$ cat src/rtl/fetch_controller_if.sv
// fetch_controller_if: imem bus, hazard/redirect inputs and IF/ID outputs.
// master = fetch controller side, slave = memory/pipeline/bench side.
interface fetch_controller_if;
  logic [31:0] imem_addr;
  logic [31:0] imem_rdata;
  logic        stall;
  logic        redirect_valid;
  logic [31:0] redirect_pc;
  logic        ifid_valid;
  logic [31:0] ifid_instr;
  logic [31:0] ifid_pc;
  logic        halted;
  logic [31:0] fetch_count;

  modport master (
    output imem_addr,
    output ifid_valid,
    output ifid_instr,
    output ifid_pc,
    output halted,
    output fetch_count,
    input  imem_rdata,
    input  stall,
    input  redirect_valid,
    input  redirect_pc
  );

  modport slave (
    input  imem_addr,
    input  ifid_valid,
    input  ifid_instr,
    input  ifid_pc,
    input  halted,
    input  fetch_count,
    output imem_rdata,
    output stall,
    output redirect_valid,
    output redirect_pc
  );
endinterface

$ cat src/rtl/fetch_controller.sv
// fetch_controller: owns PC, loads IF/ID, drains and halts on end-of-program.
// Ports: clk, rst_n (async low), bus (fetch_controller_if.master).
module fetch_controller #(
  parameter logic [31:0] RESET_PC     = 32'h0000_0000,
  parameter int unsigned MEM_WORDS    = 5,
  parameter int unsigned DRAIN_CYCLES = 5
) (
  input  logic                      clk,
  input  logic                      rst_n,
  fetch_controller_if.master        bus
);

  typedef enum logic [1:0] {
    RUN,
    DRAIN,
    HALT
  } state_t;

  localparam logic [31:0] MEM_LIM    = MEM_WORDS[31:0];
  localparam logic [7:0]  DRAIN_INIT = 8'(DRAIN_CYCLES - 1);

  state_t      state;
  logic [7:0]  cnt;
  logic [31:0] pc;
  logic        ifid_valid;
  logic [31:0] ifid_instr;
  logic [31:0] ifid_pc;
  logic        halted;
  logic [31:0] fetch_count;
  logic [31:0] word_idx;
  logic        eop;

  assign word_idx = {2'b00, pc[31:2]};
  assign eop = (bus.imem_rdata == 32'h0)
            || (word_idx >= MEM_LIM);

  assign bus.imem_addr   = pc;
  assign bus.ifid_valid  = ifid_valid;
  assign bus.ifid_instr  = ifid_instr;
  assign bus.ifid_pc     = ifid_pc;
  assign bus.halted      = halted;
  assign bus.fetch_count = fetch_count;

  always_ff @(posedge clk or negedge rst_n) begin
    if (!rst_n) begin
      state       <= RUN;
      cnt         <= 8'd0;
      pc          <= RESET_PC;
      ifid_valid  <= 1'b0;
      ifid_instr  <= 32'h0;
      ifid_pc     <= 32'h0;
      halted      <= 1'b0;
      fetch_count <= 32'h0;
    end else begin
      unique case (state)
        RUN: begin
          if (bus.redirect_valid) begin
            pc         <= bus.redirect_pc & ~32'h3;
            ifid_valid <= 1'b0;
            cnt        <= 8'd0;
          end else if (bus.stall) begin
            pc <= pc;
          end else if (eop) begin
            ifid_valid <= 1'b0;
            state      <= DRAIN;
            cnt        <= DRAIN_INIT;
          end else begin
            ifid_valid  <= 1'b1;
            ifid_instr  <= bus.imem_rdata;
            ifid_pc     <= pc;
            pc          <= pc + 32'd4;
            fetch_count <= fetch_count + 32'd1;
          end
        end
        DRAIN: begin
          ifid_valid <= 1'b0;
          // the zero word came from a wrong path: resume fetching
          if (bus.redirect_valid) begin
            pc    <= bus.redirect_pc & ~32'h3;
            state <= RUN;
            cnt   <= 8'd0;
          end else if (!bus.stall) begin
            if (cnt == 8'd0) begin
              state  <= HALT;
              halted <= 1'b1;
            end else begin
              cnt <= cnt - 8'd1;
            end
          end
        end
        HALT: begin
          ifid_valid <= 1'b0;
        end
        default: begin
          state <= RUN;
        end
      endcase
    end
  end

endmodule

$ cat src/flat_wrapper.sv
// flat-port wrapper written by rule: the top's interface ports become plain ports
module fetch_controller_flat 
#(
  parameter logic [31:0] RESET_PC     = 32'h0000_0000,
  parameter int unsigned MEM_WORDS    = 5,
  parameter int unsigned DRAIN_CYCLES = 5
)
  (clk, rst_n, bus_imem_addr, bus_ifid_valid, bus_ifid_instr, bus_ifid_pc, bus_halted, bus_fetch_count, bus_imem_rdata, bus_stall, bus_redirect_valid, bus_redirect_pc);
  fetch_controller_if bus_i ();
  input  logic clk;
  input  logic rst_n;
  output wire logic [$bits(bus_i.imem_addr)-1:0] bus_imem_addr;
  output wire logic [$bits(bus_i.ifid_valid)-1:0] bus_ifid_valid;
  output wire logic [$bits(bus_i.ifid_instr)-1:0] bus_ifid_instr;
  output wire logic [$bits(bus_i.ifid_pc)-1:0] bus_ifid_pc;
  output wire logic [$bits(bus_i.halted)-1:0] bus_halted;
  output wire logic [$bits(bus_i.fetch_count)-1:0] bus_fetch_count;
  input wire logic [$bits(bus_i.imem_rdata)-1:0] bus_imem_rdata;
  input wire logic [$bits(bus_i.stall)-1:0] bus_stall;
  input wire logic [$bits(bus_i.redirect_valid)-1:0] bus_redirect_valid;
  input wire logic [$bits(bus_i.redirect_pc)-1:0] bus_redirect_pc;
  assign bus_imem_addr = bus_i.imem_addr;
  assign bus_ifid_valid = bus_i.ifid_valid;
  assign bus_ifid_instr = bus_i.ifid_instr;
  assign bus_ifid_pc = bus_i.ifid_pc;
  assign bus_halted = bus_i.halted;
  assign bus_fetch_count = bus_i.fetch_count;
  assign bus_i.imem_rdata = bus_imem_rdata;
  assign bus_i.stall = bus_stall;
  assign bus_i.redirect_valid = bus_redirect_valid;
  assign bus_i.redirect_pc = bus_redirect_pc;
  fetch_controller #(.RESET_PC(RESET_PC), .MEM_WORDS(MEM_WORDS), .DRAIN_CYCLES(DRAIN_CYCLES)) u_core (.clk(clk), .rst_n(rst_n), .bus(bus_i));
endmodule
$ cat config.mk
export PLATFORM = sky130hd
export DESIGN_NAME = fetch_controller_flat
export DESIGN_NICKNAME = d
export VERILOG_FILES = /design/src/rtl/fetch_controller_if.sv /design/src/rtl/fetch_controller.sv /design/src/flat_wrapper.sv
export SDC_FILE = /design/constraint.sdc
export NUM_CORES = 1
export LEC_CHECK = 0
export CORE_MARGIN = 2
export CORE_UTILIZATION = 50
export DETAILED_ROUTE_END_ITERATION = 7
export PLACE_DENSITY = 0.85
export SLEW_MARGIN = 20
export SYNTH_ARGS = -nofsm -noshare
export SYNTH_HDL_FRONTEND = slang
export SYNTH_SLANG_ARGS = --single-unit
$ cat constraint.sdc
create_clock -name clk -period 4.4 [get_ports clk]
set_input_delay 0.66 -clock clk [delete_from_list [all_inputs] [get_ports clk]]
set_output_delay 0.66 -clock clk [all_outputs]
set_load 0.03 [all_outputs]
==> flow_metrics.py <==
metrics = {
    "cts": {
        "cts_tree": "built",
        "cts-root-buf": "clkbuf_16",
        "cts_setup_buffers": 0,
        "cts.sinks": 136,
        "cts_buffers": 17,
        "cts_hold_buf": 0,
        "htree_num_levels": 4,
        "clk_latency_ns": 0.42,
        "clk_pin_slew_ns": 0.06,
        "clock_path_buffers": 2,
        "cts-resized-gates": 0,
    },
    "timing": {
        "finalSetupTns_ns": 0,
        "worstMarginPinSlew_ns": 0.861,
        "timing.final.crit_share_pct": 81.0,
        "fin_crit_ns": 3.57,
        "fin_worst_skew_ns": 0.0108,
        "relSlewSlack_pct": 41.8,
        "fmax_ghz": 0.280,
        "hold_viol_final": 0,
        "setup_violations": 0,
        "rsz0062_at_grt": "no",
        "slew_viol_final": 0,
    },
    "synth": {
        "avgSynthCellArea_sq_um": 9.49,
        "synth-edff-count": 0,
        "ys_seq_area_share_pct": 54.5,
        "synth_warnings": 0,
        "ys_types": 54,
        "syn_inst": 658,
        "netlist_area_sq_um": 6250,
        "ys_async_sr_fraction_pct": 100,
        "synth_ff_type": "dfrtp_1",
        "ys_ff_latch": 136,
    },
    "setup_path": {
        "cp_max_fo": 36,
        "path_depth": 7,
        "rr_startpoint": "u_core.bus.imem_addr[28]",
        "rr_endpoint": "u_core.bus.fetch_count[16]",
        "crit_type": "flop to flop",
        "slowest_stage": "or4_2",
        "cp_top_family": "simple AND/OR/NAND/NOR gates",
        "crit_buf_inv": 1,
        "worst_r2r_path_depth": 7,
        "max_stage_delay_ns": 0.95,
        "end_kind": "flop",
        "rrSetupSlack_ns": 0.83,
        "start_kind": "flop",
        "crit_chain": "nor4_1 > o21ai_1 > or3_1 > or4_2 > buf_4 > nor3_1 > xor2_1",
        "crit_arrival_ns": 3.91,
        "required_ns": 4.74,
    },
    "grt": {
        "grtUsageTotal_pct": 27.6,
        "antenna_found_initial": 0,
        "grt_pass1_wl_microns": 28900,
        "grt_pass1_vias": 5717,
        "grt-ovfl-total": 0,
        "grt_max_degree": 80,
    },
    "drt": {
        "wirelength_microns": 18100,
        "drcViolationCount": 0,
        "via_per_inst": 5.62,
        "routedWlPerCell_microns": 17.6,
        "first_pass_iters": 5,
        "dr_total_vias": 5775,
        "drt_iter0_drc": 301,
        "ant_nets": 0,
    },
    "pwr": {
        "vdd_drop_max_v": 0.000436,
        "p_sw_uw": 1510,
        "power_frac_seq_pct": 38.1,
        "leakage_uw": 0.00402,
        "switching_share_pct": 35.1,
        "intPower_uw": 2780,
        "pwr-share-clk_pct": 32.4,
        "pwr-share-comb_pct": 29.5,
        "pwr_density_cell_nw_per_um2": 484,
    },
    "hold_path": {
        "hold_path_class": "primary input to async pin",
    },
    "placement": {
        "io_buffers": 191,
        "dp_hpwl_microns": 12700,
        "gp_congestion": 0.897,
        "dp.cells": 995,
    },
    "floorplanning": {
        "fp-row-count": 40,
        "die_w_microns": 116,
        "initial_utilization_pct": 51.6,
        "ioPinCount": 198,
        "die_y_microns": 116,
        "die_area_sq_um": 13400,
        "core_area_sq_um": 12100,
    },
    "final_layout": {
        "final_cells": 1027,
        "num-fill-cells": 880,
        "final_util_pct": 73.3,
        "antenna_cells": 0,
        "syn2layout_area_growth_pct": 42.0,
        "drive_above_1_share_pct": 5.12,
        "fin_nets": 924,
    },
    "outcome": {
        "status": "finished, final reports clean",
    },
    "job": {
        "cap_violations": 0,
    },
}
==> power by group through the flow <==
stage / sequential (uW) / combinational, uW / clock, uW
finish: 1640 / 1270 / 1390
global route: 1660 / 1360 / 1470
CTS: 1630 / 1260 / 1400
detailed placement: 1640 / 1240 / 0
global placement: 1630 / 1200 / 0
floorplan: 1820 / 520 / 0
==> Yosys cell counts, types with 2 or more instances <==
cell type / count / area share (%)
or4_1: 4 / 0.48
a32oi_1: 2 / 0.28
or3_1: 9 / 0.90
xnor2_1: 6 / 0.84
buf_4: 4 / 0.48
clkbuf_1: 22 / 1.3
a21oi_1: 22 / 1.8
o21ai_0: 23 / 1.8
a31oi_1: 13 / 1.3
nand2b_1: 4 / 0.40
a21o_1: 3 / 0.36
xor2_1: 25 / 3.5
nor4_1: 19 / 1.9
nor2_1: 39 / 2.3
dfrtp_1: 136 / 54
o221ai_1: 3 / 0.42
nand2_1: 149 / 9.0
a2bb2oi_1: 3 / 0.42
nor4_2: 2 / 0.40
and2_1: 30 / 3.0
ha_1: 10 / 2.0
buf_2: 4 / 0.32
nor3_1: 29 / 2.3
nand4_1: 18 / 1.8
o211ai_1: 2 / 0.24
inv_1: 16 / 0.96
o22ai_1: 4 / 0.40
a221oi_1: 3 / 0.42
nor4bb_1: 3 / 0.48
and4_1: 3 / 0.42
nand3_1: 25 / 2.0
==> through the flow <==
step	total power [uW]	area, sq um	worst slack (ns)	hold WS (ns)
after floorplan	2340	6260	1.95	0.364
after global placement	2830	8290	0.861	0.450
after detailed placement	2880	8290	0.765	0.456
after CTS	4290	8870	0.879	0.446
after global routing	4480	8870	0.682	0.335
final	4290	8870	0.835	0.277
==> routing by layer <==
metal | vias to the layer above | share of wire, % | track usage [%]
li1 | 2648 | - | -
met1 | 2787 | 41 | 35.3
met2 | 304 | 48 | 45.0
met3 | 36 | 8.1 | 6.90
met4 | 0 | 2.5 | 11.6
met5 | - | 0 | 0
==> worst max path at each step <==
stage | startpoint | end | slack, ns
final | u_core.bus.imem_addr[28] | u_core.bus.fetch_count[16] | 0.83
after detailed placement | bus_stall | u_core.bus.fetch_count[16] | 0.76
after CTS | u_core.bus.imem_addr[28] | u_core.bus.fetch_count[16] | 0.88
after global routing | u_core.bus.imem_addr[28] | u_core.bus.fetch_count[16] | 0.68
after global placement | bus_stall | u_core.bus.fetch_count[16] | 0.86
after floorplan | u_core.bus.imem_addr[28] | u_core.bus.fetch_count[14] | 1.95
==> sequential cells by signal, indices dropped and copies added (netlist names) <==
register,flops
u_core.bus.halted,1
u_core.bus.ifid_instr,32
u_core.bus.fetch_count,32
u_core.bus.ifid_pc,30
u_core.cnt,8
u_core.bus.ifid_valid,1
u_core.bus.imem_addr,30
u_core.state,2
==> cell type report <==
| class | count | area, sq um | area share (%) |
|---|---|---|---|
| clock buffer | 24 | 482 | 5.43 |
| clock inverter | 8 | 95.1 | 1.07 |
| inverter | 17 | 63.8 | 0.719 |
| multi-input combinational | 476 | 2650 | 29.9 |
| sequential | 136 | 3400 | 38.4 |
| tap | 168 | 210 | 2.37 |
| timing repair buffer | 198 | 1970 | 22.2 |
==> cells in the final DEF, fill, tap and decap left out, types with 2 or more instances in the layout <==
master / count
nand2_1: 149
a2bb2oi_1: 3
or3_1: 9
nand2b_1: 4
xor2_1: 25
a21oi_1: 22
a21o_1: 3
or4_1: 3
clkbuf_16: 17
o211ai_1: 2
nor3_1: 29
clkdlybuf4s50_1: 190
o21ai_0: 23
nor4bb_1: 3
buf_4: 7
clkbuf_8: 3
conb_1: 4
dfrtp_1: 136
inv_1: 16
and2_1: 30
ha_1: 10
and4_1: 3
nand3_1: 25
clkinvlp_4: 2
xnor2_1: 6
nor4_1: 19
o22ai_1: 4
clkbuf_1: 4
nor2_1: 39
a221oi_1: 3
o221ai_1: 3
a32oi_1: 2
clkinv_2: 4
bufinv_16: 2
nand4_1: 18
nor4_4: 2
a31oi_1: 13
==> worst reg2reg max path: cells and delay by family (launching register included) <==
kind,cells,cell delay (ns)
AOI/OAI and AO/OA,1,0.31
DFF,1,0.41
buffers and inverters,1,0.37
xor gates and xnor gates,1,0.17
and+or+nand+nor,4,2.23
==> logic make-up (layout without fill, tap and decap cells) <==
| logic type | Yosys count | count (layout) | share of synthesized area (%) |
|---|---|---|---|
| other cells | 1 | 4 | 0.0600 |
| flops | 136 | 136 | 54.5 |
| fa+ha+maj | 10 | 10 | 2.00 |
| mux | 2 | 2 | 0.341 |
| buf+inv | 49 | 247 | 3.39 |
| compound gates | 89 | 89 | 8.95 |
| xor+xnor | 31 | 31 | 4.35 |
| simple gates | 340 | 340 | 26.4 |
(Power assumes the default switching activity.)
